`config.mk`:
```
export PLATFORM = sky130hd
export DESIGN_NAME = seg7_scan_disp
export DESIGN_NICKNAME = d
export VERILOG_FILES = /design/src/rtl/seg7_scan_disp.sv
export SDC_FILE = /design/constraint.sdc
export NUM_CORES = 1
export LEC_CHECK = 0
export CAP_MARGIN = 0
export CORE_MARGIN = 2
export CORE_UTILIZATION = 40
export CTS_CLUSTER_DIAMETER = 40
export DETAILED_ROUTE_END_ITERATION = 7
export GPL_ROUTABILITY_DRIVEN = 0
export PLACE_DENSITY = 0.62
export SLEW_MARGIN = 5
export SYNTH_ARGS = -nofsm -noshare
export SYNTH_HDL_FRONTEND = slang
export SYNTH_SLANG_ARGS = --single-unit
```
`constraint.sdc`:
```
create_clock -name i_clk -period 4.6 [get_ports i_clk]
set_clock_uncertainty 0.05 [all_clocks]
set_input_delay 0.92 -clock i_clk [delete_from_list [all_inputs] [get_ports i_clk]]
set_output_delay 0.92 -clock i_clk [all_outputs]
set_load 0.005 [all_outputs]
```
`src/rtl/seg7_scan_disp.sv`:
```
// Multiplexed 7-segment display driver. Display contents change only at
// frame boundaries. Supports rotated glyphs, leading-zero blanking and per-digit blink.
module seg7_scan_disp #(
  parameter int NUM_DIGITS   = 4,
  parameter int CLK_DIV      = 50000,
  parameter int BLINK_FRAMES = 64,
  parameter bit ACTIVE_LOW   = 1'b1
) (
  input  logic                      i_clk,
  input  logic                      i_rst,
  input  logic                      i_wr,
  input  logic [4*NUM_DIGITS-1:0]   i_data,
  input  logic [NUM_DIGITS-1:0]     i_rot_mask,
  input  logic [NUM_DIGITS-1:0]     i_blink_mask,
  input  logic                      i_blank_lz,
  output logic                      o_ready,
  output logic [6:0]                o_seg,
  output logic [NUM_DIGITS-1:0]     o_dig,
  output logic                      o_frame
);
  localparam int CNT_W = $clog2(CLK_DIV);
  localparam int IDX_W = (NUM_DIGITS > 1) ? $clog2(NUM_DIGITS) : 1;
  localparam int BLK_W = (BLINK_FRAMES > 1) ? $clog2(BLINK_FRAMES) : 1;
  localparam logic [CNT_W-1:0] CNT_MAX = CNT_W'(CLK_DIV - 1);
  localparam logic [IDX_W-1:0] IDX_MAX = IDX_W'(NUM_DIGITS - 1);
  localparam logic [BLK_W-1:0] BLK_MAX = BLK_W'(BLINK_FRAMES - 1);
  localparam logic [6:0] SEG_OFF = ACTIVE_LOW ? 7'h7F : 7'h00;
  localparam logic [NUM_DIGITS-1:0] DIG_OFF = ACTIVE_LOW ? {NUM_DIGITS{1'b1}} : {NUM_DIGITS{1'b0}};

  typedef enum logic [0:0] {ST_IDLE = 1'b0, ST_PEND = 1'b1} state_t;

  // Active-high segment pattern, bit order {g,f,e,d,c,b,a}.
  function automatic logic [6:0] hex_to_seg(input logic [3:0] nib);
    logic [6:0] s;
    case (nib)
      4'h0: s = 7'h3F;  4'h1: s = 7'h06;  4'h2: s = 7'h5B;  4'h3: s = 7'h4F;
      4'h4: s = 7'h66;  4'h5: s = 7'h6D;  4'h6: s = 7'h7D;  4'h7: s = 7'h07;
      4'h8: s = 7'h7F;  4'h9: s = 7'h67;  4'hA: s = 7'h77;  4'hB: s = 7'h7C;
      4'hC: s = 7'h39;  4'hD: s = 7'h5E;  4'hE: s = 7'h79;  4'hF: s = 7'h71;
      default: s = 7'h00;
    endcase
    return s;
  endfunction

  // Upside-down glyph: a<->d, b<->e, c<->f, g unchanged.
  function automatic logic [6:0] rotate_seg(input logic [6:0] s);
    return {s[6], s[2:0], s[5:3]};
  endfunction

  logic [CNT_W-1:0]        cnt_q, cnt_d;
  logic [IDX_W-1:0]        idx_q, idx_d;
  logic [BLK_W-1:0]        blk_cnt_q, blk_cnt_d;
  logic                    blk_ph_q, blk_ph_d;
  state_t                  state_q, state_d;
  logic [4*NUM_DIGITS-1:0] pend_data_q, pend_data_d, disp_data_q, disp_data_d;
  logic [NUM_DIGITS-1:0]   pend_rot_q, pend_rot_d, disp_rot_q, disp_rot_d;
  logic [NUM_DIGITS-1:0]   pend_blink_q, pend_blink_d, disp_blink_q, disp_blink_d;
  logic                    pend_blz_q, pend_blz_d, disp_blz_q, disp_blz_d;
  logic                    ready_q, ready_d, frame_q, frame_d;
  logic [6:0]              seg_q, seg_d;
  logic [NUM_DIGITS-1:0]   dig_q, dig_d;

  logic                    tick_s, boundary_s, nz_above_s, blank_s;
  logic [3:0]              nib_s;
  logic [6:0]              lit_s;
  logic [NUM_DIGITS-1:0]   onehot_s;

  // Next-state logic: scan timing, blink phase, write handshake and glyph decode.
  always_comb begin
    cnt_d        = cnt_q;
    idx_d        = idx_q;
    blk_cnt_d    = blk_cnt_q;
    blk_ph_d     = blk_ph_q;
    state_d      = state_q;
    pend_data_d  = pend_data_q;
    pend_rot_d   = pend_rot_q;
    pend_blink_d = pend_blink_q;
    pend_blz_d   = pend_blz_q;
    disp_data_d  = disp_data_q;
    disp_rot_d   = disp_rot_q;
    disp_blink_d = disp_blink_q;
    disp_blz_d   = disp_blz_q;

    tick_s     = (cnt_q == CNT_MAX);
    boundary_s = tick_s && (idx_q == IDX_MAX);

    if (tick_s) begin
      cnt_d = {CNT_W{1'b0}};
      idx_d = (idx_q == IDX_MAX) ? {IDX_W{1'b0}} : idx_q + IDX_W'(1);
    end else begin
      cnt_d = cnt_q + CNT_W'(1);
      idx_d = idx_q;
    end

    if (boundary_s) begin
      if (blk_cnt_q == BLK_MAX) begin
        blk_cnt_d = {BLK_W{1'b0}};
        blk_ph_d  = ~blk_ph_q;
      end else begin
        blk_cnt_d = blk_cnt_q + BLK_W'(1);
        blk_ph_d  = blk_ph_q;
      end
    end else begin
      blk_cnt_d = blk_cnt_q;
      blk_ph_d  = blk_ph_q;
    end

    // Commit only from PEND, so a write landing on a boundary waits a full frame.
    case (state_q)
      ST_IDLE: begin
        if (i_wr) begin
          pend_data_d  = i_data;
          pend_rot_d   = i_rot_mask;
          pend_blink_d = i_blink_mask;
          pend_blz_d   = i_blank_lz;
          state_d      = ST_PEND;
        end else begin
          state_d = ST_IDLE;
        end
      end
      ST_PEND: begin
        if (boundary_s) begin
          disp_data_d  = pend_data_q;
          disp_rot_d   = pend_rot_q;
          disp_blink_d = pend_blink_q;
          disp_blz_d   = pend_blz_q;
          state_d      = ST_IDLE;
        end else begin
          state_d = ST_PEND;
        end
      end
      default: state_d = ST_IDLE;
    endcase

    ready_d = (state_d == ST_IDLE);
    frame_d = boundary_s;

    nib_s      = disp_data_q[{idx_q, 2'b00} +: 4];
    nz_above_s = 1'b0;
    for (int j = 0; j < NUM_DIGITS; j++) begin
      nz_above_s = nz_above_s | ((j > int'(idx_q)) && (disp_data_q[4*j +: 4] != 4'h0));
    end
    blank_s = (disp_blz_q && (nib_s == 4'h0) && (idx_q != {IDX_W{1'b0}}) && !nz_above_s)
            || (blk_ph_q && disp_blink_q[idx_q]);

    if (blank_s) begin
      lit_s = 7'h00;
    end else if (disp_rot_q[idx_q]) begin
      lit_s = rotate_seg(hex_to_seg(nib_s));
    end else begin
      lit_s = hex_to_seg(nib_s);
    end

    onehot_s = NUM_DIGITS'(1) << idx_q;
    seg_d    = ACTIVE_LOW ? ~lit_s : lit_s;
    dig_d    = ACTIVE_LOW ? ~onehot_s : onehot_s;
  end

  // State and output registers with synchronous reset.
  always_ff @(posedge i_clk) begin
    if (i_rst) begin
      cnt_q        <= {CNT_W{1'b0}};
      idx_q        <= {IDX_W{1'b0}};
      blk_cnt_q    <= {BLK_W{1'b0}};
      blk_ph_q     <= 1'b0;
      state_q      <= ST_IDLE;
      pend_data_q  <= {(4*NUM_DIGITS){1'b0}};
      pend_rot_q   <= {NUM_DIGITS{1'b0}};
      pend_blink_q <= {NUM_DIGITS{1'b0}};
      pend_blz_q   <= 1'b0;
      disp_data_q  <= {(4*NUM_DIGITS){1'b0}};
      disp_rot_q   <= {NUM_DIGITS{1'b0}};
      disp_blink_q <= {NUM_DIGITS{1'b0}};
      disp_blz_q   <= 1'b0;
      ready_q      <= 1'b1;
      frame_q      <= 1'b0;
      seg_q        <= SEG_OFF;
      dig_q        <= DIG_OFF;
    end else begin
      cnt_q        <= cnt_d;
      idx_q        <= idx_d;
      blk_cnt_q    <= blk_cnt_d;
      blk_ph_q     <= blk_ph_d;
      state_q      <= state_d;
      pend_data_q  <= pend_data_d;
      pend_rot_q   <= pend_rot_d;
      pend_blink_q <= pend_blink_d;
      pend_blz_q   <= pend_blz_d;
      disp_data_q  <= disp_data_d;
      disp_rot_q   <= disp_rot_d;
      disp_blink_q <= disp_blink_d;
      disp_blz_q   <= disp_blz_d;
      ready_q      <= ready_d;
      frame_q      <= frame_d;
      seg_q        <= seg_d;
      dig_q        <= dig_d;
    end
  end

  assign o_ready = ready_q;
  assign o_frame = frame_q;
  assign o_seg   = seg_q;
  assign o_dig   = dig_q;
endmodule

```
==> results of run 1 <==
==> through the flow <==
| stage | util | area [µm²] |
|---|---|---|
| 2_1_floorplan | - | 3960 |
| 3_3_place_gp | 0.456 | 4410 |
| 3_5_place_dp | 0.456 | 4410 |
| 4_1_cts | 0.479 | 4640 |
| 5_1_grt | 0.479 | 4640 |
| 6_report | 0.479 | 4640 |
==> metal layers <==
metal	vias to the layer above	part of all wire	global-route usage
met4	0	0.016	0.0656
met2	76	0.45	0.259
met3	12	0.050	0.0334
met5	-	0	0
li1	1656	-	-
met1	1533	0.49	0.243
==> kinds of logic (layout without fill, tap and decap cells) <==
family	Yosys count	in the layout	synth area share
AOI/OAI and AO/OA	109	109	0.155
adders and majority gates	12	12	0.0379
DFF	89	89	0.450
muxes	20	20	0.0714
buffers and inverters	45	75	0.0508
xor gates and xnor gates	15	15	0.0332
and+or+nand+nor	166	166	0.202
==> report_power, final <==
group	switching [mW]	internal (mW)
registers	0.0101	0.789
clock network	0.287	0.323
logic	0.0471	0.0412
==> synth_stat cells (all sizes together) (5+ instances only) <==
master	instances
nand3	34
nand2b	8
o21ai	31
dfxtp	89
inv	14
mux2	7
buf	9
a21oi	55
nand4	7
xnor2	12
nor4	7
clkbuf	22
mux4	5
ha	12
nand2	59
mux2i	8
nor2	29
==> flip-flops by register name, summed over array words and instances (netlist names), 6 cells and up <==
name / count
cnt_q: 16
o_seg: 7
disp_data_q: 16
blk_cnt_q: 6
pend_data_q: 16
==> worst max path at each step <==
| stage | start | to | slack, ns | cells past startpoint |
|---|---|---|---|---|
| floorplan | idx_q[0]$_SDFFE_PP0N_ | o_seg[0]$_SDFF_PP1_ | 2.25 | 7 |
| global placement | i_rst | cnt_q[4]$_SDFF_PP0_ | 1.93 | 4 |
| detailed placement | idx_q[0]$_SDFFE_PP0N_ | o_seg[3]$_SDFF_PP1_ | 1.84 | 6 |
| CTS | idx_q[0]$_SDFFE_PP0N_ | o_seg[3]$_SDFF_PP1_ | 1.82 | 6 |
| global route | idx_q[0]$_SDFFE_PP0N_ | disp_blz_q$_SDFFE_PP0P_ | 1.63 | 6 |
| finish | idx_q[0]$_SDFFE_PP0N_ | o_seg[3]$_SDFF_PP1_ | 1.81 | 6 |
==> critical path, delay by kind of cell, from the launching register on <==
family	cells	cell delay [ns]
buf+inv	1	0.17
flops	1	0.68
mux	2	1.04
fa+ha+maj	1	0.30
compound gates	2	0.39
==> cell type report <==
| type | instances | area (µm²) |
|---|---|---|
| clock buffer | 10 | 138 |
| clock inverter | 6 | 90.1 |
| fill | 936 | 5040 |
| inverter | 14 | 52.6 |
| multi-input combinational | 322 | 1980 |
| sequential | 89 | 1780 |
| tap | 133 | 166 |
| timing repair buffer | 45 | 433 |
==> metrics, run 1 <==
GRT Total Usage 0.172; Pwr Total 1.50 mW; CP arrival 2.95 ns; Post-CTS Resized 0; Remaining DRCs 0; fin crit share 0.607; gr ovfl total 0; Slew HR 0.389; placed cells 603; Final WS setup 1.81 ns; number of global-route vias before repair 3,049; max-cap violations 0; Initial Utilization 0.409; Mapped Avg Cell Area 8.69 µm²; startpoint type of the worst setup path flip-flop; Die H 104 µm; Fin Hold WS 0.412 ns; Synth area leader dfxtp_1; CTS tree built; initial antenna violation count 0; layout cell share with drive strength beyond 1 0.0700; Core ar. 9680 µm²; most frequent cells in the layout 89 x dfxtp_1, 59 x nand2_1, 55 x a21oi_1, 39 x clkdlybuf4s50_1, 34 x nand3_1; first-pass GRT wire length 15,100 µm; First DRT Iteration DRCs 181; Worst R2R Path Depth 6; Tightest Pin Transition 0.914 ns; setup bufs post-CTS 0; Hold Violations, Final 0; hold depth 2; Buffers on Ports 40; vias 3,277; final max-slew violation count 0; endpoints failing setup 0; area grow syn2layout 17.1%; detailed-router iteration count before antenna repair 5; crit path kind flip-flop to flip-flop; Worst Hold Path EP pend_data_q[1]$_SDFFE_PP0P_; Synth Net Count 496; Finished Layout Cells 619; Root Buffer clkbuf_8; ANT nets after route 0; FF-to-FF End o_seg[3]$_SDFF_PP1_; sequential area share after synthesis 0.450; CTS Buf Count 9; Post-Synthesis Cells 456; slowest stage cell on the critical path mux4_1; Setup Slack @ Placement 1.84 ns; number of diodes 0; flop2flop setup slack 1.81 ns; most common cell after layout, fill and taps aside dfxtp_1; post-synth top area share 0.450; CP Capture Type flip-flop; Worst Path Required 4.76 ns; H-Tree Depth 3; Die W 104 µm; pwr dens 323 nW/µm²; Leakage 1.59 nW; CP peak stage delay 0.75 ns; post-DP HPWL 6030 µm; Setup TNS Final 0 ns; fraction of registers with async set/reset 0; final WL 8870 µm; unrepaired setup endpoints after global routing false; f_max 358 MHz; hold path start pend_data_q[1]$_SDFFE_PP0P_; worst vdd ir 0.000154 V; io pins 41; die area 10,700 µm²; hold-fix buffers at CTS 0; CTS clk-pin slew, worst paths 0.09 ns; Hold WC Path Type flip-flop to flip-flop; outcome finished clean; Reg-to-Reg Start idx_q[0]$_SDFFE_PP0N_; cells along the critical path mux4_1, inv_1, ha_1, mux2_2, a22oi_1, o221ai_1; most area-consuming cells after synthesis dfxtp_1 45%, a21oi_1 6.9%, nand2_1 5.6%; drt via density 5.29; Netlist cell types 47; commonest register cell after synthesis dfxtp_1; Sink Count 89; CP Max Fanout 12; synthesized area 3960 µm²; nets 521; wire length per cell 14.3 µm; Skew-Pair Late Insertion Delay 0.36 ns; largest net degree at the start of global routing 44; maximum root-to-sink buffer count 2; number of synthesis warnings 0; standard-cell rows 36; Post-synth EDFFs 0; Seq cells post-synth 89; Tmin final 2.79 ns
(Power assumes the default switching activity.)
==> inputs of run 2 (changes only) <==
- clock period: 4.6 -> 2.7 ns (I/O delays scaled with it)
==> run 2 against run 1 <==
  * First-iteration DRC count is 6.6% lower
  * Via count is 1.5% lower
  * Critical path depth stayed put
  * Global-route usage is 0.99 points lower
  * Routed wire length is 5.5% lower
  * Non-clock buffer count is 4 higher
  * Die area stayed put
  * Combinational power is 70% higher
  * Cell count is 0.65% higher
  * Critical endpoint unchanged
  * Highest routed layer unchanged
==> metrics, run 2 (synthesis results as in run 1) <==
Slew HR 0.592 (+0.202); Core ar. 9680 µm² (unchanged); vias 3,227 (-1.5%); CTS tree built; Worst Path Required 2.87 ns (-1.89 ns); number of global-route vias before repair 3,030 (-0.62%); die area 10,700 µm² (unchanged); layout cell share with drive strength beyond 1 0.0776 (+0.00759); drt via density 5.18 (-2.2%); CTS clk-pin slew, worst paths 0.10 ns (about the same); io pins 41 (unchanged); endpoints failing setup 0 (unchanged); Remaining DRCs 0 (unchanged); CP Max Fanout 12 (unchanged); Die W 104 µm (unchanged); Largest regs cnt_q x16, disp_data_q x16, pend_data_q x16; worst vdd ir 0.000272 V (+76%); ANT nets after route 0 (unchanged); met1 Use GR 0.225 (-0.0182); Reg-to-Reg Start idx_q[1]$_SDFFE_PP0N_; final max-slew violation count 0 (unchanged); Hold WC Path Type flip-flop to flip-flop; maximum root-to-sink buffer count 2 (unchanged); area of the multi-input gates 1980 µm² (unchanged); Tightest Pin Transition 0.612 ns (-0.302 ns); detailed-router iteration count before antenna repair 4 (-1); nets 525 (+0.77%); Worst R2R Path Depth 6 (unchanged); CTS Buf Count 9 (unchanged); Hold Violations, Final 0 (unchanged); most common cell after layout, fill and taps aside dfxtp_1; busiest grt layer met2; area grow syn2layout 17.0%; hold depth 2 (unchanged); outcome finished clean; Fin Hold WS 0.410 ns (-0.00245 ns); crit path kind flip-flop to flip-flop; post-DP HPWL 5750 µm (-4.5%); Worst Hold Path EP pend_data_q[11]$_SDFFE_PP0P_; met2 Use GR 0.244 (-0.0147); pwr dens 520 nW/µm² (+61%); standard-cell rows 36 (unchanged); Reg area 1780 µm² (unchanged); largest net degree at the start of global routing 63 (+43%); final WL 8380 µm (-5.5%); CP arrival 2.63 ns (-0.32 ns); Tmin final 2.46 ns (-0.334 ns); Leakage 1.59 nW (+0.21%); Fillers 940 (+0.43%); CP Capture Type flip-flop; Pwr Total 2.41 mW (+61%); f_max 407 MHz (+14%); Final Core Density 0.479 (-0.000646); unrepaired setup endpoints after global routing false; Buffers on Ports 40 (unchanged); Root Buffer clkbuf_8; Post-CTS Resized 0 (unchanged); fin crit share 0.910 (+0.303); max-cap violations 0 (unchanged); Die H 104 µm (unchanged); startpoint type of the worst setup path flip-flop; number of diodes 0 (unchanged); wire length per cell 13.4 µm (-6.1%); met3 usage 0.0396 (+0.00629); Sink Count 89 (unchanged); First DRT Iteration DRCs 169 (-6.6%); setup bufs post-CTS 0 (unchanged); hold-fix buffers at CTS 0 (unchanged); GRT Total Usage 0.162 (-0.00985); most frequent cells in the layout 89 x dfxtp_1, 59 x nand2_1, 55 x a21oi_1, 39 x clkdlybuf4s50_1, 34 x nand3_1; hold path start pend_data_q[11]$_SDFFE_PP0P_; initial antenna violation count 0 (unchanged); Setup TNS Final 0 ns (unchanged); flop2flop setup slack 0.24 ns (-1.57 ns); first-pass GRT wire length 14,400 µm (-4.6%); FF-to-FF End o_seg[3]$_SDFF_PP1_; H-Tree Depth 3 (unchanged); gr ovfl total 0 (unchanged); Initial Utilization 0.409 (unchanged); Skew-Pair Late Insertion Delay 0.37 ns (about the same)
run 2: changes by cell type in the layout (fill, tap and decap cells not counted), sizes merged:
cell,previous run,this run
inv,15,19
clkinv,2,1
bufinv,2,0
buf,6,10
clkbuf,10,9
run 2: final cells by class:
class                   count  share of cell area
repair buffers             49              0.0999
clock buffers               9              0.0267
multi-input cells         322               0.427
inverters                  14              0.0113
clock inverters             7              0.0146
flip-flops and latches     89               0.384
well taps                 133              0.0359
run 2: layer usage:
metal	part of all wire	wire, µm
met4	0.017	145
met1	0.51	4260
met3	0.035	295
met5	0	0
met2	0.44	3680
run 2: metrics by stage:
| step | area, µm² | setup WS (ns) | instances |
|---|---|---|---|
| 3_5_place_dp | 4440 | 0.292 | 607 |
| 4_1_cts | 4630 | 0.258 | 623 |
| 5_1_grt | 4630 | 0.0963 | 623 |
| 3_3_place_gp | 4440 | 0.390 | 607 |
| 6_report | 4630 | 0.243 | 623 |
| 2_1_floorplan | 3960 | 0.345 | 456 |
run 2: how the worst max path moves through the flow:
stage / startpoint / to / slack, ns / cells after the start
floorplan: idx_q[0]$_SDFFE_PP0N_ / o_seg[0]$_SDFF_PP1_ / 0.35 / 7
global placement: idx_q[1]$_SDFFE_PP0N_ / o_seg[3]$_SDFF_PP1_ / 0.39 / 6
detailed placement: idx_q[1]$_SDFFE_PP0N_ / o_seg[3]$_SDFF_PP1_ / 0.29 / 6
CTS: idx_q[1]$_SDFFE_PP0N_ / o_seg[3]$_SDFF_PP1_ / 0.26 / 6
global route: idx_q[1]$_SDFFE_PP0N_ / o_seg[3]$_SDFF_PP1_ / 0.1 / 6
finish: idx_q[1]$_SDFFE_PP0N_ / o_seg[3]$_SDFF_PP1_ / 0.24 / 6
run 2: critical path, stage by stage, from the launching register on:
cell	delay [ns]
dfxtp_1	0.62
mux4_1	0.49
inv_1	0.17
ha_1	0.25
mux2_2	0.35
a22oi_1	0.25
o221ai_1	0.14
run 2: power by group:
| group | switching (mW) | internal [mW] | total [mW] |
|---|---|---|---|
| combinational | 0.0772 | 0.0728 | 0.150 |
| clock | 0.539 | 0.362 | 0.901 |
| sequential | 0.0170 | 1.34 | 1.36 |
| total | 0.633 | 1.78 | 2.41 |
